### config.mk
export PLATFORM = sky130hd
export DESIGN_NAME = fetch_pc_unit_flat
export DESIGN_NICKNAME = d
export VERILOG_FILES = /design/src/rtl/fetch_pc_unit_if.sv /design/src/rtl/fetch_pc_unit.sv /design/src/flat_wrapper.sv
export SDC_FILE = /design/constraint.sdc
export NUM_CORES = 1
export LEC_CHECK = 0
export ABC_AREA = 0
export BUFFER_PORTS_ARGS = -buffer_cell sky130_fd_sc_hd__clkbuf_2
export CELL_PAD_IN_SITES_DETAIL_PLACEMENT = 1
export CELL_PAD_IN_SITES_GLOBAL_PLACEMENT = 1
export CORE_MARGIN = 1.5
export CORE_UTILIZATION = 41
export CTS_CLUSTER_DIAMETER = 200
export DETAILED_ROUTE_END_ITERATION = 8
export HOLD_SLACK_MARGIN = 0.12
export PLACE_DENSITY = 0.8
export SETUP_SLACK_MARGIN = 0.4
export SLEW_MARGIN = 20
export SYNTH_ARGS = -nofsm -noshare
export SYNTH_HDL_FRONTEND = slang
export SYNTH_SLANG_ARGS = --single-unit
### constraint.sdc
create_clock -name CLK -period 2.4 [get_ports CLK]
set_input_delay 0.12 -clock CLK [delete_from_list [all_inputs] [get_ports CLK]]
set_output_delay 0.12 -clock CLK [all_outputs]
set_load 0.01 [all_outputs]
### src/rtl/fetch_pc_unit_if.sv
// Fetch PC unit bus: predictor/imem/EX-redirect inputs and IF/ID record outputs.
// Latency: n/a (signal bundle only).
// Backpressure: stall is carried here; the unit skids one record while it is high.
// Modports:
//   master - the fetch PC unit side (consumes ihit/stall/halt/redirect/prediction, drives PC and record)
//   slave  - the surrounding pipeline / environment side
interface fetch_pc_unit_if;
    logic        ihit;
    logic        stall;
    logic        halt;
    logic        redirect_en;
    logic [31:0] redirect_pc;
    logic        btb_hit;
    logic [31:0] bp_pc;

    logic [31:0] curr_pc;
    logic        imemREN;
    logic [31:0] imemaddr;
    logic        fetch_valid;
    logic [31:0] fetch_pc;
    logic [31:0] fetch_npc;
    logic        fetch_pred_taken;
    logic [31:0] fetch_pred_pc;

    modport master (
        input  ihit, stall, halt, redirect_en, redirect_pc, btb_hit, bp_pc,
        output curr_pc, imemREN, imemaddr, fetch_valid, fetch_pc, fetch_npc,
               fetch_pred_taken, fetch_pred_pc
    );

    modport slave (
        output ihit, stall, halt, redirect_en, redirect_pc, btb_hit, bp_pc,
        input  curr_pc, imemREN, imemaddr, fetch_valid, fetch_pc, fetch_npc,
               fetch_pred_taken, fetch_pred_pc
    );
endinterface

### src/rtl/fetch_pc_unit.sv
// Fetch-stage PC generator: picks next PC from predictor/redirect, emits registered fetch records.
// Latency: record appears 1 cycle after an accepted ihit (fetch_valid one-cycle pulse).
// Backpressure: stall on ihit parks the record in a one-entry skid (HOLD, imem read off) until released.
// Ports: CLK, nRST (async active-low), bus (fetch_pc_unit_if.master).
// Optional: define FETCH_PERF_CNT_EN to add fetch_cnt / redirect_cnt counter outputs.
module fetch_pc_unit #(
    parameter logic [31:0] PC_INIT = 32'h0000_0000
) (
    input  logic            CLK,
    input  logic            nRST,
    fetch_pc_unit_if.master bus
`ifdef FETCH_PERF_CNT_EN
    ,
    output logic [31:0]     fetch_cnt,
    output logic [31:0]     redirect_cnt
`endif
);

    localparam logic [1:0] FETCH  = 2'b00;
    localparam logic [1:0] HOLD   = 2'b01;
    localparam logic [1:0] HALTED = 2'b10;

    typedef struct packed {
        logic [31:0] pc;
        logic [31:0] npc;
        logic        taken;
        logic [31:0] pred;
    } rec_t;

    logic [1:0]  state_q, state_d;
    logic [31:0] pc_q, pc_d;
    rec_t        skid_q, skid_d;
    rec_t        out_q, out_d;
    logic        fetch_valid_q;

    logic [31:0] pc_plus4;
    logic [31:0] npc;
    rec_t        cur_rec;
    logic        accept;
    logic        redirect_take;

    // Low address bits of targets are discarded by word alignment.
    logic        unused_bits;
    assign unused_bits = ^{bus.bp_pc[1:0], bus.redirect_pc[1:0]};

    assign pc_plus4 = pc_q + 32'd4;
    assign npc      = bus.btb_hit ? {bus.bp_pc[31:2], 2'b00} : pc_plus4;
    assign cur_rec  = '{pc: pc_q, npc: pc_plus4, taken: bus.btb_hit, pred: npc};

    always_comb begin
        state_d       = state_q;
        pc_d          = pc_q;
        skid_d        = skid_q;
        out_d         = out_q;
        accept        = 1'b0;
        redirect_take = 1'b0;
        if (state_q != HALTED) begin
            if (bus.halt) begin
                // Halt wins over everything; any parked record is simply abandoned.
                state_d = HALTED;
            end else if (bus.redirect_en) begin
                // Redirect discards both the skid entry and any same-cycle ihit.
                pc_d          = {bus.redirect_pc[31:2], 2'b00};
                state_d       = FETCH;
                redirect_take = 1'b1;
            end else if (state_q == FETCH) begin
                if (bus.ihit) begin
                    pc_d = npc;
                    if (bus.stall) begin
                        skid_d  = cur_rec;
                        state_d = HOLD;
                    end else begin
                        accept = 1'b1;
                        out_d  = cur_rec;
                    end
                end
            end else if (!bus.stall) begin
                // HOLD: decode freed up, hand over the parked record.
                accept  = 1'b1;
                out_d   = skid_q;
                state_d = FETCH;
            end
        end
    end

    always_ff @(posedge CLK or negedge nRST) begin
        if (!nRST) begin
            state_q       <= FETCH;
            pc_q          <= PC_INIT;
            skid_q        <= '0;
            out_q         <= '0;
            fetch_valid_q <= 1'b0;
        end else begin
            state_q       <= state_d;
            pc_q          <= pc_d;
            skid_q        <= skid_d;
            out_q         <= out_d;
            fetch_valid_q <= accept;
        end
    end

    assign bus.curr_pc          = pc_q;
    assign bus.imemaddr         = pc_q;
    assign bus.imemREN          = (state_q == FETCH);
    assign bus.fetch_valid      = fetch_valid_q;
    assign bus.fetch_pc         = out_q.pc;
    assign bus.fetch_npc        = out_q.npc;
    assign bus.fetch_pred_taken = out_q.taken;
    assign bus.fetch_pred_pc    = out_q.pred;

`ifdef FETCH_PERF_CNT_EN
    logic [31:0] fetch_cnt_q, redirect_cnt_q;

    // fetch_cnt steps on the same edge that raises fetch_valid.
    always_ff @(posedge CLK or negedge nRST) begin
        if (!nRST) begin
            fetch_cnt_q    <= '0;
            redirect_cnt_q <= '0;
        end else begin
            if (accept)        fetch_cnt_q    <= fetch_cnt_q + 32'd1;
            if (redirect_take) redirect_cnt_q <= redirect_cnt_q + 32'd1;
        end
    end

    assign fetch_cnt    = fetch_cnt_q;
    assign redirect_cnt = redirect_cnt_q;
`endif

endmodule

### src/flat_wrapper.sv
// flat-port wrapper written by rule: the top's interface ports become plain ports
module fetch_pc_unit_flat 
#(
    parameter logic [31:0] PC_INIT = 32'h0000_0000
)
  (CLK, nRST, bus_ihit, bus_stall, bus_halt, bus_redirect_en, bus_redirect_pc, bus_btb_hit, bus_bp_pc, bus_curr_pc, bus_imemREN, bus_imemaddr, bus_fetch_valid, bus_fetch_pc, bus_fetch_npc, bus_fetch_pred_taken, bus_fetch_pred_pc);
  fetch_pc_unit_if bus_i ();
  input  logic CLK;
  input  logic nRST;
  input wire logic [$bits(bus_i.ihit)-1:0] bus_ihit;
  input wire logic [$bits(bus_i.stall)-1:0] bus_stall;
  input wire logic [$bits(bus_i.halt)-1:0] bus_halt;
  input wire logic [$bits(bus_i.redirect_en)-1:0] bus_redirect_en;
  input wire logic [$bits(bus_i.redirect_pc)-1:0] bus_redirect_pc;
  input wire logic [$bits(bus_i.btb_hit)-1:0] bus_btb_hit;
  input wire logic [$bits(bus_i.bp_pc)-1:0] bus_bp_pc;
  output wire logic [$bits(bus_i.curr_pc)-1:0] bus_curr_pc;
  output wire logic [$bits(bus_i.imemREN)-1:0] bus_imemREN;
  output wire logic [$bits(bus_i.imemaddr)-1:0] bus_imemaddr;
  output wire logic [$bits(bus_i.fetch_valid)-1:0] bus_fetch_valid;
  output wire logic [$bits(bus_i.fetch_pc)-1:0] bus_fetch_pc;
  output wire logic [$bits(bus_i.fetch_npc)-1:0] bus_fetch_npc;
  output wire logic [$bits(bus_i.fetch_pred_taken)-1:0] bus_fetch_pred_taken;
  output wire logic [$bits(bus_i.fetch_pred_pc)-1:0] bus_fetch_pred_pc;
  assign bus_i.ihit = bus_ihit;
  assign bus_i.stall = bus_stall;
  assign bus_i.halt = bus_halt;
  assign bus_i.redirect_en = bus_redirect_en;
  assign bus_i.redirect_pc = bus_redirect_pc;
  assign bus_i.btb_hit = bus_btb_hit;
  assign bus_i.bp_pc = bus_bp_pc;
  assign bus_curr_pc = bus_i.curr_pc;
  assign bus_imemREN = bus_i.imemREN;
  assign bus_imemaddr = bus_i.imemaddr;
  assign bus_fetch_valid = bus_i.fetch_valid;
  assign bus_fetch_pc = bus_i.fetch_pc;
  assign bus_fetch_npc = bus_i.fetch_npc;
  assign bus_fetch_pred_taken = bus_i.fetch_pred_taken;
  assign bus_fetch_pred_pc = bus_i.fetch_pred_pc;
  fetch_pc_unit #(.PC_INIT(PC_INIT)) u_core (.CLK(CLK), .nRST(nRST), .bus(bus_i));
endmodule
==> run summary, run 1 <==
crit path time final: 2.171 ns
Post-synth EDFFs: 0
Final Hold Fails: 0
switching part of the total: 29.85%
R2R Setup Slk: 0.23 ns
syn nets: 1328
clock group share of total power: 40.3%
WL final: 45420 um
initial antenna violation count: 0
Netlist cell types: 55
Vias: 11220
Vias/cell: 5.885
PnR worst setup slack: 0.2285 ns
IO Count: 234
vias in the first global route: 11500
metal2 WL: 23250 um
utilization after layout: 56.54%
Power Density: 687.7 mW/mm^2
htree depth: 1
Syn Area/Cell: 8.669 sq um
Min Hold Slack: 0.1437 ns
setup_tns: 0 ns
# clock sinks: 225
largest net degree at the start of global routing: 79
Gate Count Post-Synth: 1256
TritonCTS clock tree: done
combinational power share: 18.2%
highest routed layer: met4
Max Clk Rate: 0.4605 GHz
Post-DP HPWL: 27180 um
first-pass GRT wire length: 66090 um
initial drt markers: 944
final period utilization: 90.48%
Final Max Tran Viols: 0
Max-slew headroom: 36.88%
Hold Crit Class: input port to async pin
Startpoint Class: flop
crit path DAT: 2.61 ns
# rows: 59
Placer Congestion: 0.8746
P_leak: 6.982 nW
synthesized area: 0.01089 sq mm
sequential share of power: 41.5%
floorplan die width: 166.0 um
share of layout cells above drive strength 1: 30.28%
most common cell after layout, fill and taps aside: nand2_1
DP Worst Slack: 0.07768 ns
Max clock buf depth: 3
first-pass iteration count of the detailed router: 6
Synth Warn #: 0
crit-path max FO: 7
CP endpoint kind: flop
Die Area: 0.02754 sq mm
clock root cell: clkbuf_16
Wirelength per Cell: 23.82 um
maxcap violations: 0
clk_skew: 0.01874 ns
FF+latch count, synth: 225
Final nets: 1625
most frequent cells in the layout: 332 x nand2_1, 228 x clkbuf_2, 219 x dfrtp_1
Starting Density: 41.78%
number of routed nets with antenna violations: 0
met1 wire length: 17170 um
CTS buffer count: 26
register area share after synthesis: 51.71%
final setup vio count: 0
drc violations: 0
GRT Residual Overflow: 0
Cell Int Power: 0.007108 W
Clock Latency Late Sink: 0.55 ns
RSZ-0062 raised after global routing: yes
status: completed
Top FF cell, synth: dfrtp_1
synthesis-to-finish area growth: 35.32%
IO Port Bufs: 229
chip height: 166.0 um
Worst Setup Path Type: flop to flop
Peak VDD IR: 0.0004544 V
Post-synth ARST share: 100.0%
sw power: 0.003025 W
worst slew pin tran: 0.9458 ns
ANT cells: 0
GR Util All Layers: 30.62%
met3 WL: 2912 um
Worst-path clk slew: 0.06 ns
core box area: 0.02606 sq mm
Worst Path Required: 2.84 ns
cells in the mapped netlist (6+ instances only):
master | n | share of area, %
buf_1 | 12 | 0.41
nand2_1 | 334 | 12
nor2_1 | 98 | 3.4
o21a_1 | 6 | 0.41
nor4_1 | 6 | 0.34
or3_1 | 10 | 0.57
nand3_1 | 33 | 1.5
buf_4 | 38 | 2.6
a31oi_1 | 48 | 2.8
nor3_1 | 23 | 1.1
nand2b_1 | 6 | 0.34
o211ai_1 | 13 | 0.90
o21ai_0 | 124 | 5.7
dfrtp_1 | 225 | 52
clkbuf_1 | 62 | 2.1
xor2_1 | 11 | 0.88
a21oi_1 | 66 | 3.0
mux2i_1 | 13 | 1.2
a32oi_1 | 13 | 1.0
o31ai_1 | 15 | 1.0
inv_1 | 8 | 0.28
a2bb2oi_1 | 7 | 0.56
buf_2 | 15 | 0.69
per-layer routing:
metal	vias up	global-route usage (%)
li1	4860	-
met1	5701	36.98
met2	548	52.54
met3	114	5.243
met4	0	15.86
met5	-	0
power by group through the flow:
stage | sequential, W | combinational (W) | clock [W]
after floorplan | 0.00432 | 0.000716 | 0
after global placement | 0.00424 | 0.00146 | 0
after detailed placement | 0.00426 | 0.00151 | 0
after CTS | 0.00419 | 0.00166 | 0.00410
after global routing | 0.00422 | 0.00194 | 0.00424
final | 0.00421 | 0.00184 | 0.00409
registers in the layout (all words and copies together) (netlist names):
| name | cells |
|---|---|
| u_core.bus.curr_pc | 32 |
| u_core.bus.fetch_npc | 32 |
| u_core.bus.fetch_pc | 30 |
| u_core.bus.fetch_pred_pc | 32 |
| u_core.bus.fetch_pred_taken | 1 |
| u_core.bus.fetch_valid | 1 |
| u_core.skid_q | 95 |
| u_core.state_q | 2 |
repair_timing:
item	4_1_cts	5_1_grt
buffers inserted	15	24
pin swaps	12	35
gates cloned	0	1
setup endpoints to repair	78	144
hold buffers	65	0
gates resized for setup	28	95
hold endpoints to repair	311	0
path summary, 6_finish.rpt:
| check | from | end | depth (start not counted) |
|---|---|---|---|
| max in group asynchronous | nRST | u_core.skid_q[19]$_DFFE_PN0P_ | 3 |
| hold / removal | nRST | u_core.bus.fetch_npc[4]$_DFFE_PN0P_ | 2 |
| hold reg to reg | u_core.skid_q[85]$_DFFE_PN0P_ | u_core.skid_q[85]$_DFFE_PN0P_ | 2 |
| setup reg to reg | u_core.bus.curr_pc[2]$_DFFE_PN0P_ | u_core.bus.curr_pc[25]$_DFFE_PN0P_ | 8 |
| setup / recovery | u_core.bus.curr_pc[2]$_DFFE_PN0P_ | u_core.bus.curr_pc[25]$_DFFE_PN0P_ | 8 |
| min in group CLK | bus_ihit | u_core.skid_q[43]$_DFFE_PN0P_ | 4 |
metrics by stage:
| step | power (W) | std cells | area, sq um |
|---|---|---|---|
| after CTS | 0.009951 | 1882 | 14170 |
| after detailed placement | 0.005761 | 1755 | 12400 |
| after global routing | 0.01041 | 1907 | 14730 |
| after floorplan | 0.005035 | 1256 | 10930 |
| after global placement | 0.005707 | 1755 | 12400 |
| final | 0.01013 | 1907 | 14730 |
worst max-delay path: stages, from the launching register on:
cell and delay [ns]:
dfrtp_2 0.41, buf_4 0.12, nand4_2 0.11, buf_6 0.16, or3_4 0.41, buf_6 0.15
or3_4 0.34, a21oi_2 0.14, a2bb2oi_1 0.23
cells by family after synthesis:
kind of cell	after synthesis	synth area share, %
adders and majority gates	1	0.1149
AOI/OAI and AO/OA	316	17.28
DFF	225	51.71
xor gates and xnor gates	14	1.126
buffers and inverters	142	6.550
muxes	16	1.505
and+or+nand+nor	542	21.71
cell type report:
type | count | area (sq um)
multi-input combinational | 889 | 5002
clock inverter | 8 | 71.32
timing repair buffer | 401 | 2763
clock buffer | 39 | 800.8
inverter | 10 | 40.04
fill | 3039 | 11320
sequential | 225 | 5638
tap | 335 | 419.2
(Power assumes the default switching activity.)
==> run 2: changes to the inputs <==
Settings changed: CORE_MARGIN 1.5 to 3, SETUP_SLACK_MARGIN 0.4 to not set.
==> run 2 against run 1 <==
Flip-flop and latch count unchanged. Non-clock buffer count is 31 lower. Clock-buffer cell count unchanged. Utilization fell by 2.5 points. Sequential share of layout area up 1.7 points. Maximum frequency shrank 8.2%. Clock power increased by 3%. Sequential power about the same. First-iteration DRC count rose by 0.53%. Final area down 4.3%.
==> run summary, run 2 (synthesis results as in run 1) <==
first-pass GRT wire length: 65140 um (-1.4%)
Worst-path clk slew: 0.06 ns (about the same)
clk_skew: 0.01448 ns (-0.004265 ns)
vias in the first global route: 11350 (-1.3%)
Max stage delay on crit path: 0.60 ns (+0.19 ns)
met3 WL: 2467 um (-15%)
met1 wire length: 17300 um (+0.76%)
CP bufs+invs: 2 (-1)
Max Clk Rate: 0.4229 GHz (-8.2%)
GRT Residual Overflow: 0 (unchanged)
CP Cell Sequence: ha_1 > buf_4 > nand2_1 > or3_1 > a31oi_4 > nand2_1 > a21oi_1 > dlygate4sd3_1
Final nets: 1594 (-1.9%)
Peak VDD IR: 0.0004459 V (-1.9%)
Worst Setup Path Type: flop to flop
first-pass iteration count of the detailed router: 4 (-2)
WL final: 41970 um (-7.6%)
Filler Cell Count: 3062 (+0.76%)
RSZ-0062 raised after global routing: yes
Starting Density: 41.78% (unchanged)
area occupied by multi-input gates: 0.004619 sq mm (-7.7%)
Placer Congestion: 0.8835 (+1.0%)
IO Port Bufs: 229 (unchanged)
crit path time final: 2.365 ns (+0.1933 ns)
Vias/cell: 5.738 (-2.5%)
largest net degree at the start of global routing: 91 (+15%)
initial antenna violation count: 0 (unchanged)
Worst Path Required: 2.86 ns (+0.02 ns)
# clock sinks: 225 (unchanged)
drc violations: 0 (unchanged)
initial drt markers: 949 (+0.53%)
clock root cell: clkbuf_16
chip height: 169.0 um (+1.8%)
share of layout cells above drive strength 1: 24.77% (-5.5 points)
maxcap violations: 0 (unchanged)
Top cell by count, worst path: nand2_1
max reg flops: 95 (unchanged)
Post-DP HPWL: 27520 um (+1.3%)
highest routed layer: met4
synthesis-to-finish area growth: 29.44%
crit path DAT: 2.82 ns (+0.21 ns)
CP delay by family, top: buffers and inverters
Final Hold Fails: 0 (unchanged)
TritonCTS clock tree: done
core box area: 0.02606 sq mm (unchanged)
floorplan die width: 169.0 um (+1.8%)
status: completed
Die Area: 0.02855 sq mm (+3.6%)
P_leak: 6.718 nW (-3.8%)
Hold Crit Class: input port to flop
most common cell after layout, fill and taps aside: nand2_1
GR Util All Layers: 28.80% (-1.8 points)
IO Count: 234 (unchanged)
Startpoint Class: flop
Post-Layout Cell Count: 1877 (-1.6%)
Clock Latency Late Sink: 0.53 ns (-0.02 ns)
register area: 0.005630 sq mm (-0.13%)
slowest library cell on the worst path: dlygate4sd3_1
Max clock buf depth: 3 (unchanged)
most frequent cells in the layout: 334 x nand2_1, 228 x clkbuf_2, 225 x dfrtp_1
Final Max Tran Viols: 0 (unchanged)
utilization after layout: 54.08% (-2.5 points)
ANT cells: 0 (unchanged)
# rows: 59 (unchanged)
metal2 WL: 20550 um (-12%)
htree depth: 1 (unchanged)
number of routed nets with antenna violations: 0 (unchanged)
worst slew pin tran: 0.8396 ns (-0.1062 ns)
CTS buffer count: 26 (unchanged)
Power Density: 713.9 mW/mm^2 (+3.8%)
Cells after DPL: 1764 (+0.51%)
final period utilization: 98.53% (+8.1 points)
Reg with most FFs: u_core.skid_q
Vias: 10770 (-4.0%)
CP endpoint kind: flop
Wirelength per Cell: 22.36 um (-6.1%)
final setup vio count: 0 (unchanged)
crit-path max FO: 4 (-3)
Max-slew headroom: 43.97% (+7.1 points)
-- run 2: cell count changes in the layout (fill, tap and decap cells not counted), sizes merged --
cell      change
buf          -31
bufinv        +2
clkinvlp      +1
inv           -2
-- run 2: path summary, 6_finish.rpt --
check                                                  start                                    to  slack, ns  depth (start not counted)
min reg2reg                    u_core.skid_q[44]$_DFFE_PN0P_         u_core.skid_q[44]$_DFFE_PN0P_       0.47                          2
min                                            bus_bp_pc[10]         u_core.skid_q[10]$_DFFE_PN0P_       0.16                          4
max in group asynchronous                               nRST  u_core.bus.fetch_npc[23]$_DFFE_PN0P_       1.35                          3
max                        u_core.bus.curr_pc[2]$_DFFE_PN0P_     u_core.bus.curr_pc[8]$_DFFE_PN0P_       0.04                          8
min in group asynchronous                               nRST   u_core.bus.fetch_npc[6]$_DFFE_PN0P_       0.19                          2
max reg2reg                u_core.bus.curr_pc[2]$_DFFE_PN0P_     u_core.bus.curr_pc[8]$_DFFE_PN0P_       0.04                          8
-- run 2: layout make-up --
cell class | count | area share [%]
sequential | 225 | 39.95
multi-input combinational | 889 | 32.78
timing repair buffer | 370 | 17.54
clock buffer | 39 | 5.611
tap | 335 | 2.974
clock inverter | 9 | 0.8700
inverter | 10 | 0.2752
-- run 2: report_power, final --
part / total, W / leakage (nW) / internal [W] / switching [W]
Combinational: 0.00166 / 3.22 / 0.000629 / 0.00103
Clock: 0.00421 / 0.451 / 0.00259 / 0.00163
Sequential: 0.00418 / 3.04 / 0.00399 / 0.000189
Total: 0.0101 / 6.72 / 0.00721 / 0.00285
-- run 2: worst register-to-register path, stage by stage (launching register included) --
cell           delay [ns]
dfrtp_1              0.41
ha_1                 0.20
buf_4                0.13
nand2_1              0.07
or3_1                0.40
a31oi_4              0.24
nand2_1              0.07
a21oi_1              0.16
dlygate4sd3_1        0.60
-- run 2: metrics by stage --
stage          worst slack [ns]  instance area [sq um]  hold slack (ns)  total power (W)  TNS (ns)
3_5_place_dp            0.06628                  12470           0.1895         0.005777         0
5_1_grt                -0.01209                  14090           0.1497          0.01042  -0.01209
3_3_place_gp             0.1698                  12470           0.1932         0.005726         0
6_report                0.03523                  14090           0.1602          0.01006         0
4_1_cts                 0.02947                  14030           0.1268          0.01007         0
2_1_floorplan            0.2184                  10890          -0.1756         0.005017         0
-- run 2: what timing repair did --
item | CTS | global route
hold endpoints to repair | 169 | 0
setup endpoints to repair | 0 | 13
setup buffers | 0 | 0
hold buffers | 65 | 0
resized for setup | 0 | 12
-- run 2: routing by layer --
layer	track usage, %	vias up
met2	49.56	417
met3	3.480	95
met5	0	-
met1	37.09	5461
li1	-	4797
met4	11.49	0
